==> src/rtl/spi_slave_regbus.sv <==
// -----------------------------------------------------------------------------
// spi_slave_regbus
//
// SPI mode-0 responder that turns 16-bit host frames into single-cycle
// accesses on a simple parallel register bus. The SPI pins are oversampled
// in the p_in_clk domain; SCLK must not exceed p_in_clk/10.
//
// Frame (MSB first): [15] R/W (1 = read), [14:8] address, [7:0] data.
//
// Ports:
//   p_in_clk          system clock
//   p_in_rst_n        asynchronous active-low reset
//   p_in_spi_clk      SPI SCLK from host (asynchronous)
//   p_in_spi_cs_n     SPI chip select, active-low (asynchronous)
//   p_in_spi_mosi     SPI data from host
//   p_out_spi_miso    SPI data to host
//   p_out_spi_miso_oe MISO drive enable (1 = drive), follows synchronized CS
//   p_out_reg_addr    register address, holds between frames
//   p_out_reg_wdata   register write data, holds between frames
//   p_out_reg_wr      one-cycle write strobe
//   p_out_reg_rd      one-cycle read strobe
//   p_in_reg_rdata    read data, valid one cycle after p_out_reg_rd
//   p_out_frame_err   one-cycle pulse when a frame is aborted by CS rising
//   p_out_busy        synchronized CS asserted
// -----------------------------------------------------------------------------
module spi_slave_regbus #(
  parameter int unsigned G_SYNC_STAGES = 2,
  parameter logic        G_MISO_IDLE   = 1'b0
) (
  input  logic       p_in_clk,
  input  logic       p_in_rst_n,
  input  logic       p_in_spi_clk,
  input  logic       p_in_spi_cs_n,
  input  logic       p_in_spi_mosi,
  output logic       p_out_spi_miso,
  output logic       p_out_spi_miso_oe,
  output logic [6:0] p_out_reg_addr,
  output logic [7:0] p_out_reg_wdata,
  output logic       p_out_reg_wr,
  output logic       p_out_reg_rd,
  input  logic [7:0] p_in_reg_rdata,
  output logic       p_out_frame_err,
  output logic       p_out_busy
);

  typedef enum logic [1:0] {
    ST_IDLE,
    ST_CMD,
    ST_DATA,
    ST_DONE
  } state_t;

  // ---------------------------------------------------------------------------
  // Input synchronizers and edge detection
  // ---------------------------------------------------------------------------
  logic [G_SYNC_STAGES-1:0] sclk_sync_q, sclk_sync_d;
  logic [G_SYNC_STAGES-1:0] cs_sync_q,   cs_sync_d;
  logic [G_SYNC_STAGES-1:0] mosi_sync_q, mosi_sync_d;
  // vld_q[i] marks that stage i (index G_SYNC_STAGES = cs_prev_q) holds a real
  // pin sample rather than its reset value.
  logic [G_SYNC_STAGES:0]   vld_q,       vld_d;
  logic                     sclk_prev_q, sclk_prev_d;
  logic                     cs_prev_q,   cs_prev_d;
  logic                     armed_q,     armed_d;

  logic sclk_s, cs_s, mosi_s;
  logic sclk_rise, sclk_fall, cs_fall, cs_rise;

  always_comb begin
    sclk_sync_d = {sclk_sync_q[G_SYNC_STAGES-2:0], p_in_spi_clk};
    cs_sync_d   = {cs_sync_q[G_SYNC_STAGES-2:0],   p_in_spi_cs_n};
    mosi_sync_d = {mosi_sync_q[G_SYNC_STAGES-2:0], p_in_spi_mosi};
    vld_d       = {vld_q[G_SYNC_STAGES-1:0], 1'b1};
  end

  assign sclk_s = sclk_sync_q[G_SYNC_STAGES-1];
  assign cs_s   = cs_sync_q[G_SYNC_STAGES-1];
  assign mosi_s = mosi_sync_q[G_SYNC_STAGES-1];

  always_comb begin
    sclk_prev_d = sclk_s;
    cs_prev_d   = cs_s;
    // A frame may only start after CS has been genuinely seen high since
    // reset, so a CS held low across reset release never starts a frame.
    armed_d     = armed_q | (vld_q[G_SYNC_STAGES] & cs_prev_q & cs_s);
  end

  assign sclk_rise = sclk_s & ~sclk_prev_q;
  assign sclk_fall = ~sclk_s & sclk_prev_q;
  assign cs_fall   = armed_q & cs_prev_q & ~cs_s;
  assign cs_rise   = cs_s & ~cs_prev_q;

  always_ff @(posedge p_in_clk or negedge p_in_rst_n) begin
    if (!p_in_rst_n) begin
      sclk_sync_q <= '0;
      cs_sync_q   <= '1;
      mosi_sync_q <= '0;
      vld_q       <= '0;
      sclk_prev_q <= 1'b0;
      cs_prev_q   <= 1'b1;
      armed_q     <= 1'b0;
    end else begin
      sclk_sync_q <= sclk_sync_d;
      cs_sync_q   <= cs_sync_d;
      mosi_sync_q <= mosi_sync_d;
      vld_q       <= vld_d;
      sclk_prev_q <= sclk_prev_d;
      cs_prev_q   <= cs_prev_d;
      armed_q     <= armed_d;
    end
  end

  // ---------------------------------------------------------------------------
  // Frame FSM and datapath
  // ---------------------------------------------------------------------------
  state_t     state_q,     state_d;
  logic [4:0] bit_cnt_q,   bit_cnt_d;    // completed SCLK rising edges
  logic [7:0] rx_q,        rx_d;         // MOSI shift register
  logic [7:0] tx_q,        tx_d;         // MISO shift register
  logic       rw_q,        rw_d;
  logic [6:0] addr_q,      addr_d;
  logic [7:0] wdata_q,     wdata_d;
  logic       wr_q,        wr_d;
  logic       rd_q,        rd_d;
  logic       rd_dly_q,    rd_dly_d;     // rdata is valid while this is set
  logic       miso_q,      miso_d;
  logic       frame_err_q, frame_err_d;

  always_comb begin
    state_d     = state_q;
    bit_cnt_d   = bit_cnt_q;
    rx_d        = rx_q;
    tx_d        = tx_q;
    rw_d        = rw_q;
    addr_d      = addr_q;
    wdata_d     = wdata_q;
    wr_d        = 1'b0;
    rd_d        = 1'b0;
    rd_dly_d    = rd_q;
    miso_d      = miso_q;
    frame_err_d = 1'b0;

    if (rd_dly_q) begin
      tx_d = p_in_reg_rdata;
    end

    unique case (state_q)
      ST_IDLE: begin
        miso_d = G_MISO_IDLE;
        if (cs_fall) begin
          bit_cnt_d = '0;
          rx_d      = '0;
          state_d   = ST_CMD;
        end
      end

      ST_CMD: begin
        if (cs_rise) begin
          frame_err_d = 1'b1;
          miso_d      = G_MISO_IDLE;
          state_d     = ST_IDLE;
        end else if (sclk_rise) begin
          rx_d      = {rx_q[6:0], mosi_s};
          bit_cnt_d = bit_cnt_q + 5'd1;
          if (bit_cnt_q == 5'd7) begin
            // rx_q[6] is bit15 (R/W), the remaining bits plus MOSI form the
            // address.
            rw_d    = rx_q[6];
            addr_d  = {rx_q[5:0], mosi_s};
            rd_d    = rx_q[6];
            state_d = ST_DATA;
          end
        end
      end

      ST_DATA: begin
        if (cs_rise) begin
          frame_err_d = 1'b1;
          miso_d      = G_MISO_IDLE;
          state_d     = ST_IDLE;
        end else if (sclk_rise) begin
          rx_d      = {rx_q[6:0], mosi_s};
          bit_cnt_d = bit_cnt_q + 5'd1;
          if (bit_cnt_q == 5'd15) begin
            if (!rw_q) begin
              wdata_d = {rx_q[6:0], mosi_s};
              wr_d    = 1'b1;
            end
            miso_d  = G_MISO_IDLE;
            state_d = ST_DONE;
          end
        end else if (sclk_fall && rw_q) begin
          miso_d = tx_q[7];
          tx_d   = {tx_q[6:0], 1'b0};
        end
      end

      ST_DONE: begin
        miso_d = G_MISO_IDLE;
        if (cs_rise) begin
          state_d = ST_IDLE;
        end
      end

      default: begin
        state_d = ST_IDLE;
      end
    endcase
  end

  always_ff @(posedge p_in_clk or negedge p_in_rst_n) begin
    if (!p_in_rst_n) begin
      state_q     <= ST_IDLE;
      bit_cnt_q   <= '0;
      rx_q        <= '0;
      tx_q        <= '0;
      rw_q        <= 1'b0;
      addr_q      <= '0;
      wdata_q     <= '0;
      wr_q        <= 1'b0;
      rd_q        <= 1'b0;
      rd_dly_q    <= 1'b0;
      miso_q      <= G_MISO_IDLE;
      frame_err_q <= 1'b0;
    end else begin
      state_q     <= state_d;
      bit_cnt_q   <= bit_cnt_d;
      rx_q        <= rx_d;
      tx_q        <= tx_d;
      rw_q        <= rw_d;
      addr_q      <= addr_d;
      wdata_q     <= wdata_d;
      wr_q        <= wr_d;
      rd_q        <= rd_d;
      rd_dly_q    <= rd_dly_d;
      miso_q      <= miso_d;
      frame_err_q <= frame_err_d;
    end
  end

  assign p_out_spi_miso    = miso_q;
  assign p_out_spi_miso_oe = ~cs_s;
  assign p_out_busy        = ~cs_s;
  assign p_out_reg_addr    = addr_q;
  assign p_out_reg_wdata   = wdata_q;
  assign p_out_reg_wr      = wr_q;
  assign p_out_reg_rd      = rd_q;
  assign p_out_frame_err   = frame_err_q;

endmodule

==> config.mk <==
export PLATFORM = sky130hd
export DESIGN_NAME = spi_slave_regbus
export DESIGN_NICKNAME = d
export VERILOG_FILES = /design/src/rtl/spi_slave_regbus.sv
export SDC_FILE = /design/constraint.sdc
export NUM_CORES = 1
export LEC_CHECK = 0
export ABC_AREA = 1
export CELL_PAD_IN_SITES_DETAIL_PLACEMENT = 0
export CELL_PAD_IN_SITES_GLOBAL_PLACEMENT = 1
export CORE_MARGIN = 2
export CORE_UTILIZATION = 41
export CTS_CLUSTER_DIAMETER = 40
export DETAILED_ROUTE_END_ITERATION = 16
export PLACE_DENSITY_LB_ADDON = 0.1
export SETUP_SLACK_MARGIN = 0.1
export SYNTH_ARGS = -nofsm -noshare
export SYNTH_HDL_FRONTEND = slang
export SYNTH_SLANG_ARGS = --single-unit
==> constraint.sdc <==
create_clock -name p_in_clk -period 1.9 [get_ports p_in_clk]
set_input_delay 0.19 -clock p_in_clk [delete_from_list [all_inputs] [get_ports p_in_clk]]
set_output_delay 0.19 -clock p_in_clk [all_outputs]
set_load 0.02 [all_outputs]
# Word level (Yosys, flattened, before mapping)
# Cells that the tools add are included.
# W data, S select, Z words.
dict set report word_totals {
  inputBits 13
  regBits 55
}
dict set report op_classes {
  n_bitwise 14
  eq_ne 16
  mux 39
  addsub 1
  n_reduce_logical 10
}
# cell count
set ops {}
lappend ops {{$mux W8} 5}
lappend ops {{$mux W7} 3}
lappend ops {{$mux W1} 16}
lappend ops {{$mux W2} 8}
lappend ops {{$mux W5} 3}
lappend ops {{$pmux W7 S2} 1}
lappend ops {{$ne A3 B3 Y1 const B} 4}
lappend ops {{$pmux W5 S2} 1}
lappend ops {{$ne A2 B2 Y1 const B} 4}
lappend ops {{$ne A4 B4 Y1 const B} 2}
lappend ops {{$pmux W2 S4} 1}
lappend ops {{$reduce_and A4 Y1} 2}
lappend ops {{$and A1 B1 Y1} 7}
lappend ops {{$not A1 Y1} 6}
lappend ops {{$reduce_and A6 Y1} 1}
lappend ops {{$add A5 B1 Y5 const B} 1}
lappend ops {{$eq A5 B3 Y1 const B} 1}
lappend ops {{$eq A5 B4 Y1 const B} 1}
lappend ops {{$reduce_and A5 Y1} 1}
lappend ops {{$eq A2 B2 Y1 const B} 2}
lappend ops {{$reduce_or A2 Y1} 2}
lappend ops {{$pmux W1 S3} 1}
lappend ops {{$reduce_and A3 Y1} 1}
lappend ops {{$eq A2 B1 Y1 const B} 1}
lappend ops {{5 further kinds} 5}

# Depth between registers and ports, before layout
# Gate-level depths: netlist of the first run.
dict set report depth {
  word_depth 7
  mapped_depth 11
}

# Worst setup path after synthesis of the first run
# Ideal clock, no wire load.
dict set report synth_path {
  path_kind {register to register}
  start {register bit_cnt_q[0]}
  end {register wdata_q[7], in the netlist p_out_reg_wdata[7]}
  setup_slack_ns 0.324
  synth_period_minus_slack_ns 1.576
  setup_time_ns 0.127
  path_stages_with_launch 9
  path_buffers 1
  arrival_time_ns 1.450
  required_time_ns 1.773
  path_cell_list {dfrtp_1 > ha_1 > nand2_2 > nor2_1 > ha_1 > and3b_1 > nand2_2 > buf_2 > o21ai_0}
}
dict set report synth_via {
  elab_chain_cells 2
}
# element line_no
set synth_rtl {}
lappend synth_rtl {{from (decl)} 117} ;# logic [4:0] bit_cnt_q, bit_cnt_d;
lappend synth_rtl {{from (signal assigned)} 227} ;# bit_cnt_q <= bit_cnt_d;
lappend synth_rtl {{$eq A5 B4 Y1} 184} ;# if (bit_cnt_q == 5'd15) begin
lappend synth_rtl {{$reduce_and A5 Y1 (no line)} n/a}
lappend synth_rtl {{to (signal assigned)} 232} ;# wdata_q <= wdata_d;
lappend synth_rtl {{to (decl)} 122} ;# logic [7:0] wdata_q, wdata_d;
# Every way passes these cells.
# A chain may end at the register's enable or synchronous reset.

# Worst setup path in the final report of the first run
dict set report layout_path {
  start {register cs_sync_q[1]}
  end {output p_out_spi_miso_oe}
}
dict set report layout_via {
  elab_chain_cells 1
}
# element line_no
set layout_rtl {}
lappend layout_rtl {{from (decl)} 57} ;# logic [G_SYNC_STAGES-1:0] cs_sync_q, cs_sync_d;
lappend layout_rtl {{from (signal assigned)} 104} ;# cs_sync_q <= cs_sync_d;
lappend layout_rtl {{$not A1 Y1} 242} ;# assign p_out_spi_miso_oe = ~cs_s;
lappend layout_rtl {{to (decl)} 36} ;# output logic p_out_spi_miso_oe,
# Every way passes these cells.

==> run summary, run 1 <==
outcome = complete, no violations
area of the multi-input gates = 826 um2
initial core utilization = 0.427
top cell type's share of synthesized area = 0.550
Area after DPL = 2760 um2
Ys Warns = 0
flops & latches, synth = 55
GRT Residual Overflow = 0
fin crit share = 0.882
TritonCTS clock tree = yes
fin crit period = 1.68 ns
final WL = 4.27 mm
vias in the first global route = 1634
GP Congestion = 0.744
die width = 79.9 um
final core utilization = 0.524
initial DRC count = 62
Lkg Pwr = 1.39 nW
CP required = 1.71 ns
Seq/Total Area, Yosys = 0.584
layout cells sized above 1 = 0.138
Pre-antenna DRT Iters = 4
setup TNS = 0 ns
critical path peak fanout = 4
Layout area overhead = 22.9%
# setup viols final = 0
final antenna-violating net count = 0
Post-synth EDFFs = 0
VDD IR max = 604 uV
die area = 6390 um2
Synth area leaders = dfrtp_1 (55%), nand2_1 (11%), inv_1 (4.6%)
Die Y-Extent = 79.9 um
synthesized instance count = 249
max_slew headroom = 0.658
hpwl dp = 2.98 mm
placeable core area = 5540 um2
Setup CP Type = reg -> out
synthesized cell area = 2360 um2
largest net degree at the start of global routing = 35
Max Clk Rate = 0.597 GHz
Worst Slack Setup Final = 0.224 ns
CTS Buffer Depth = 2
asr flop ratio synth = 1.00
CP startpoint = cs_sync_q[1]
post-synthesis average cell area = 9.50 um2
Hold Crit Start = p_in_spi_cs_n
WL/cell = 11.8 um
max-capacitance violation count = 0
actual slew at the worst max-slew pin = 0.512 ns
Clock transition at path regs = 0.10 ns
CTS root buffer = clkbuf_8
fin nets = 309
I/O pin cnt = 34
Fin. Hold Viols = 0
main flop type after synthesis = dfrtp_1
Syn Nets = 270
Vias/cell = 4.50
clk_lat worst skew = 0.30 ns
most area-hungry cell type in the Yosys netlist = dfrtp_1
IO buf count = 33
pre-CTS setup slack = 0.245 ns
Max H-tree Level = 2
RSZ-0062 raised after global routing = no
Hold Crit Class = in -> reg
total CTS buffers = 5
initial antenna violation count = 0
Core Rows = 27
skew final = 0.0106 ns
Final Cell Area = 2910 um2
CP arrival = 1.49 ns
GRT Resource Usage Total = 0.151
Fill cells = 545
global-route wire length before repair = 7.60 mm
pwr dens = 899 nW/um2
total number of vias = 1624
crit path launch type = flop
Slew Viols, Final = 0
register area = 1380 um2
clock sink count = 55
crit end category = output port
post-synthesis cell type count = 26
ANT cells = 0
# DRC = 0
worst r2r src = bit_cnt_q[0]
[cells in the mapped netlist (3+ instances only)]
master   instances
nand3_1          7
a21oi_1          3
o21ai_1         19
inv_1           29
ha_1             8
nand2_1         67
dfstp_2          3
inv_2            3
nor2_1          10
nand2_2          8
o21ai_0         16
dfrtp_1         52
o21ai_2          8
[registers in the layout, summed over array words and instances (netlist names)]
signal and flops:
rd_dly_q 1, sclk_sync_q 2, cs_sync_q 2, state_q 2, sclk_prev_q 1, vld_q 3, p_out_frame_err 1, tx_q 8
p_out_reg_addr 7, p_out_reg_rd 1, rx_q 7, cs_prev_q 1, bit_cnt_q 5, p_out_spi_miso 1, mosi_sync_q 2, rw_q 1
p_out_reg_wr 1, p_out_reg_wdata 8, armed_q 1
[cells by family after synthesis]
| logic type | Yosys count | share of synthesized area |
|---|---|---|
| other | 1 | 0.00159 |
| AO/OA/AOI/OAI | 48 | 0.116 |
| flip-flops | 55 | 0.584 |
| adder cells (fa/ha/maj) | 8 | 0.0423 |
| buffers and inverters | 38 | 0.0693 |
| AND/OR/NAND/NOR | 99 | 0.187 |
[worst max-delay path: stages, from the launching register on]
cell             delay (ns)
dfstp_2                0.59
inv_2                  0.06
clkdlybuf4s50_1        0.53
[path summary, 6_finish.rpt]
check / endpoint / slack [ns] / cells past startpoint
max: p_out_spi_miso_oe / 0.22 / 2
min: cs_sync_q[0] / 0.28 / 1
max reg2reg: state_q[0] / 0.28 / 11
min reg2reg: vld_q[1] / 0.36 / 0
max in group asynchronous: p_out_reg_wr / 0.96 / 3
min in group asynchronous: p_out_frame_err / 0.38 / 2
[repair_timing]
action / 4_1_cts / 5_1_grt
hold endpoints to repair: 18 / 0
endpoints found under the setup margin: 0 / 10
resized for setup: 0 / 1
hold buffers: 1 / 0
buffers inserted: 0 / 2
[layout make-up]
cell class                      count  share of cell area
Inverter                           32              0.0413
Multi-Input combinational cell    156               0.284
Timing Repair Buffer               38               0.130
Sequential cell                    55               0.475
Clock inverter                      2              0.0134
Clock buffer                        6              0.0250
Tap cell                           72              0.0310
[per-layer routing]
layer  part of all wire  routed length, um  GRT usage
met5                  0                  0          0
met4             0.0089                 38     0.0407
met3              0.033                142     0.0362
met2               0.45               1940      0.237
met1               0.50               2150      0.212
[per-stage QoR]
step | cells | hold slack, ns | power [mW]
floorplan | 249 | -0.106 | 1.70
global placement | 350 | 0.197 | 1.84
detailed placement | 350 | 0.192 | 1.85
CTS | 359 | 0.276 | 2.63
global route | 361 | 0.268 | 2.78
finish | 361 | 0.280 | 2.61
[layout by cell type, fill, tap and decap left out, types with 3 or more instances in the layout]
cell type	synthesis	routed
nor2_1	10	10
inv_1	29	29
o21ai_0	16	16
dfstp_2	3	3
o21ai_2	8	8
clkdlybuf4s50_1	0	32
nand2_1	67	67
nand2_2	8	7
inv_2	3	3
dfrtp_1	52	52
nand3_1	7	7
ha_1	8	8
o21ai_1	19	19
clkbuf_8	0	5
buf_4	1	3
a21oi_1	3	3
[where the power goes]
part / leakage [nW] / internal (mW) / switching, mW
Clock: 0.0558 / 0.399 / 0.370
Combinational: 0.638 / 0.198 / 0.351
Sequential: 0.693 / 1.24 / 0.0535
Total: 1.39 / 1.84 / 0.774
No activity file was read; power rests on OpenSTA's default activity.
==> run 2: changes to the inputs <==
CORE_UTILIZATION = 47   (was 41)
DONT_BUFFER_PORTS = 1   (was default)
RECOVER_POWER = 25   (was default)
==> run 2 against run 1 <==
Via count down 3.6%. Register-to-register slack about the same. Clock skew is 0.0043 ns lower. Critical path depth rose by 6. Cell count decreased by 10%. Worst hold slack got worse by 0.20 ns. First-iteration DRC count grew 4.8%. Combinational power is 15% lower. Routed wire length shrank 3.3%. Critical path type is now reg -> reg.
==> run summary, run 2 (same netlist as run 1, synthesis figures left out) <==
Max stage delay on crit path = 0.42 ns (-0.17 ns)
actual slew at the worst max-slew pin = 1.19 ns (+0.682 ns)
Fin. Hold Viols = 0 (unchanged)
max_slew headroom = 0.204 (-0.455)
CP delay by family, top = simple AND/OR/NAND/NOR gates
fin crit share = 0.849 (-0.0328)
pre-CTS setup slack = 0.207 ns (-0.0379 ns)
Slowest cell on crit path = dfrtp_1
outcome = complete, no violations
Critical Path, Cell by Cell = ha_1, nand2_2, nor2_2, ha_1, and3b_1, nand2_4, nand2_1, o21ai_0
total number of vias = 1566 (-3.6%)
placeable core area = 4790 um2 (-14%)
Layout area overhead = 9.26%
crit path launch type = flop
final antenna-violating net count = 0 (unchanged)
Setup CP Type = reg -> reg
max-capacitance violation count = 0 (unchanged)
die area = 5610 um2 (-12%)
GP Congestion = 0.694 (-6.7%)
Hold Crit Class = in -> reg
WL/cell = 12.7 um (+7.5%)
Most Frequent Cell on Critical Path = ha_1
Slew Viols, Final = 0 (unchanged)
skew final = 0.00632 ns (-0.00429 ns)
GRT Residual Overflow = 0 (unchanged)
clk_lat worst skew = 0.30 ns (about the same)
critical path peak fanout = 17 (+13)
total CTS buffers = 5 (unchanged)
Final Cell Area = 2580 um2 (-11%)
VDD IR max = 434 uV (-28%)
GRT Resource Usage Total = 0.162 (+0.0104)
Area after DPL = 2410 um2 (-13%)
Hold WS = 0.0841 ns (-0.196 ns)
CP bufs+invs = 0 (-2)
hpwl dp = 2.75 mm (-7.6%)
Worst Slack Setup Final = 0.287 ns (+0.0624 ns)
fin nets = 278 (-10%)
Die Y-Extent = 74.9 um (-6.3%)
Fill cells = 470 (-14%)
IO buf count = 0 (-100%)
Max H-tree Level = 2 (unchanged)
Vias/cell = 4.82 (+7.1%)
# setup viols final = 0 (unchanged)
vias in the first global route = 1462 (-11%)
CTS root buffer = clkbuf_8
# DRC = 0 (unchanged)
I/O pin cnt = 34 (unchanged)
largest net degree at the start of global routing = 56 (+60%)
Core Rows = 25 (-7.4%)
CP arrival = 1.80 ns (+0.31 ns)
CTS Buffer Depth = 2 (unchanged)
Pre-antenna DRT Iters = 4 (unchanged)
pwr dens = 992 nW/um2 (+10%)
Max Clk Rate = 0.620 GHz (+3.9%)
fin crit period = 1.61 ns (-0.0624 ns)
initial antenna violation count = 0 (unchanged)
Reg2Reg Setup Slack = 0.29 ns (about the same)
die width = 74.9 um (-6.3%)
clock sink count = 55 (unchanged)
initial core utilization = 0.494 (+0.0673)
ANT cells = 0 (unchanged)
Lkg Pwr = 1.27 nW (-8.6%)
RSZ-0062 raised after global routing = no
register area = 1380 um2 (unchanged)
crit end category = flop
final WL = 4.13 mm (-3.3%)
Clock transition at path regs = 0.10 ns (about the same)
area of the multi-input gates = 828 um2 (+0.30%)
commonest non-fill, non-tap cell in the layout = nand2_1
setup TNS = 0 ns (unchanged)
global-route wire length before repair = 6.80 mm (-11%)
layout cells sized above 1 = 0.147 (+0.00888)
most frequent cells in the layout = nand2_1 (67), dfrtp_1 (52), inv_1 (29)
initial DRC count = 65 (+4.8%)
CP required = 2.09 ns (+0.38 ns)
TritonCTS clock tree = yes
[run 2: cell count changes in the layout (fill, tap and decap cells not counted)]
cell             change
nor2_1               -1
buf_4                -1
dfstp_2              -1
dlygate4sd3_1        +3
o21ai_0              -1
dfstp_1              +1
o21ai_1              +1
nor2_2               +1
clkdlybuf4s50_1     -32
buf_12               -1
[run 2: layer usage]
layer / up-vias / part of all wire / track usage / routed length (um)
met5: - / 0 / 0 / 0
met3: 6 / 0.062 / 0.0576 / 255
li1: 793 / - / - / -
met4: 0 / 0.0097 / 0.0536 / 40
met2: 30 / 0.44 / 0.243 / 1830
met1: 737 / 0.48 / 0.221 / 2000
[run 2: report_power, final]
part	internal [mW]	switching, mW	leakage [nW]
clock network	0.399	0.379	0.0558
logic	0.145	0.325	0.520
registers	1.24	0.0740	0.693
total	1.79	0.778	1.27
[run 2: timing repair]
action,CTS,global route
hold endpoints to repair,58,0
resized for setup,0,3
setup endpoints to repair,0,10
setup buffers,0,1
hold buffers,5,0
[run 2: final cells by class]
type	instances	area share
timing repair buffer	7	0.0232
multi-input combinational	156	0.321
inverter	32	0.0465
tap	67	0.0324
clock inverter	2	0.0150
sequential	55	0.534
clock buffer	6	0.0281
[run 2: final timing paths]
path                            depth (start not counted)         startpoint                  to
worst max register to register                          8       bit_cnt_q[0]  p_out_reg_wdata[5]
max in group asynchronous                               2         p_in_rst_n        bit_cnt_q[0]
worst max-delay path                                    8       bit_cnt_q[0]  p_out_reg_wdata[5]
worst min register to register                          0           vld_q[1]            vld_q[2]
min in group asynchronous                               2         p_in_rst_n      p_out_spi_miso
worst min-delay path                                    2  p_in_reg_rdata[0]             tx_q[0]
[run 2: metrics by stage]
stage | instances | utilization | total power [mW]
floorplan | 249 | - | 1.70
global placement | 311 | 0.504 | 1.77
detailed placement | 311 | 0.504 | 1.78
CTS | 324 | 0.541 | 2.60
global route | 325 | 0.540 | 2.73
finish | 325 | 0.540 | 2.56
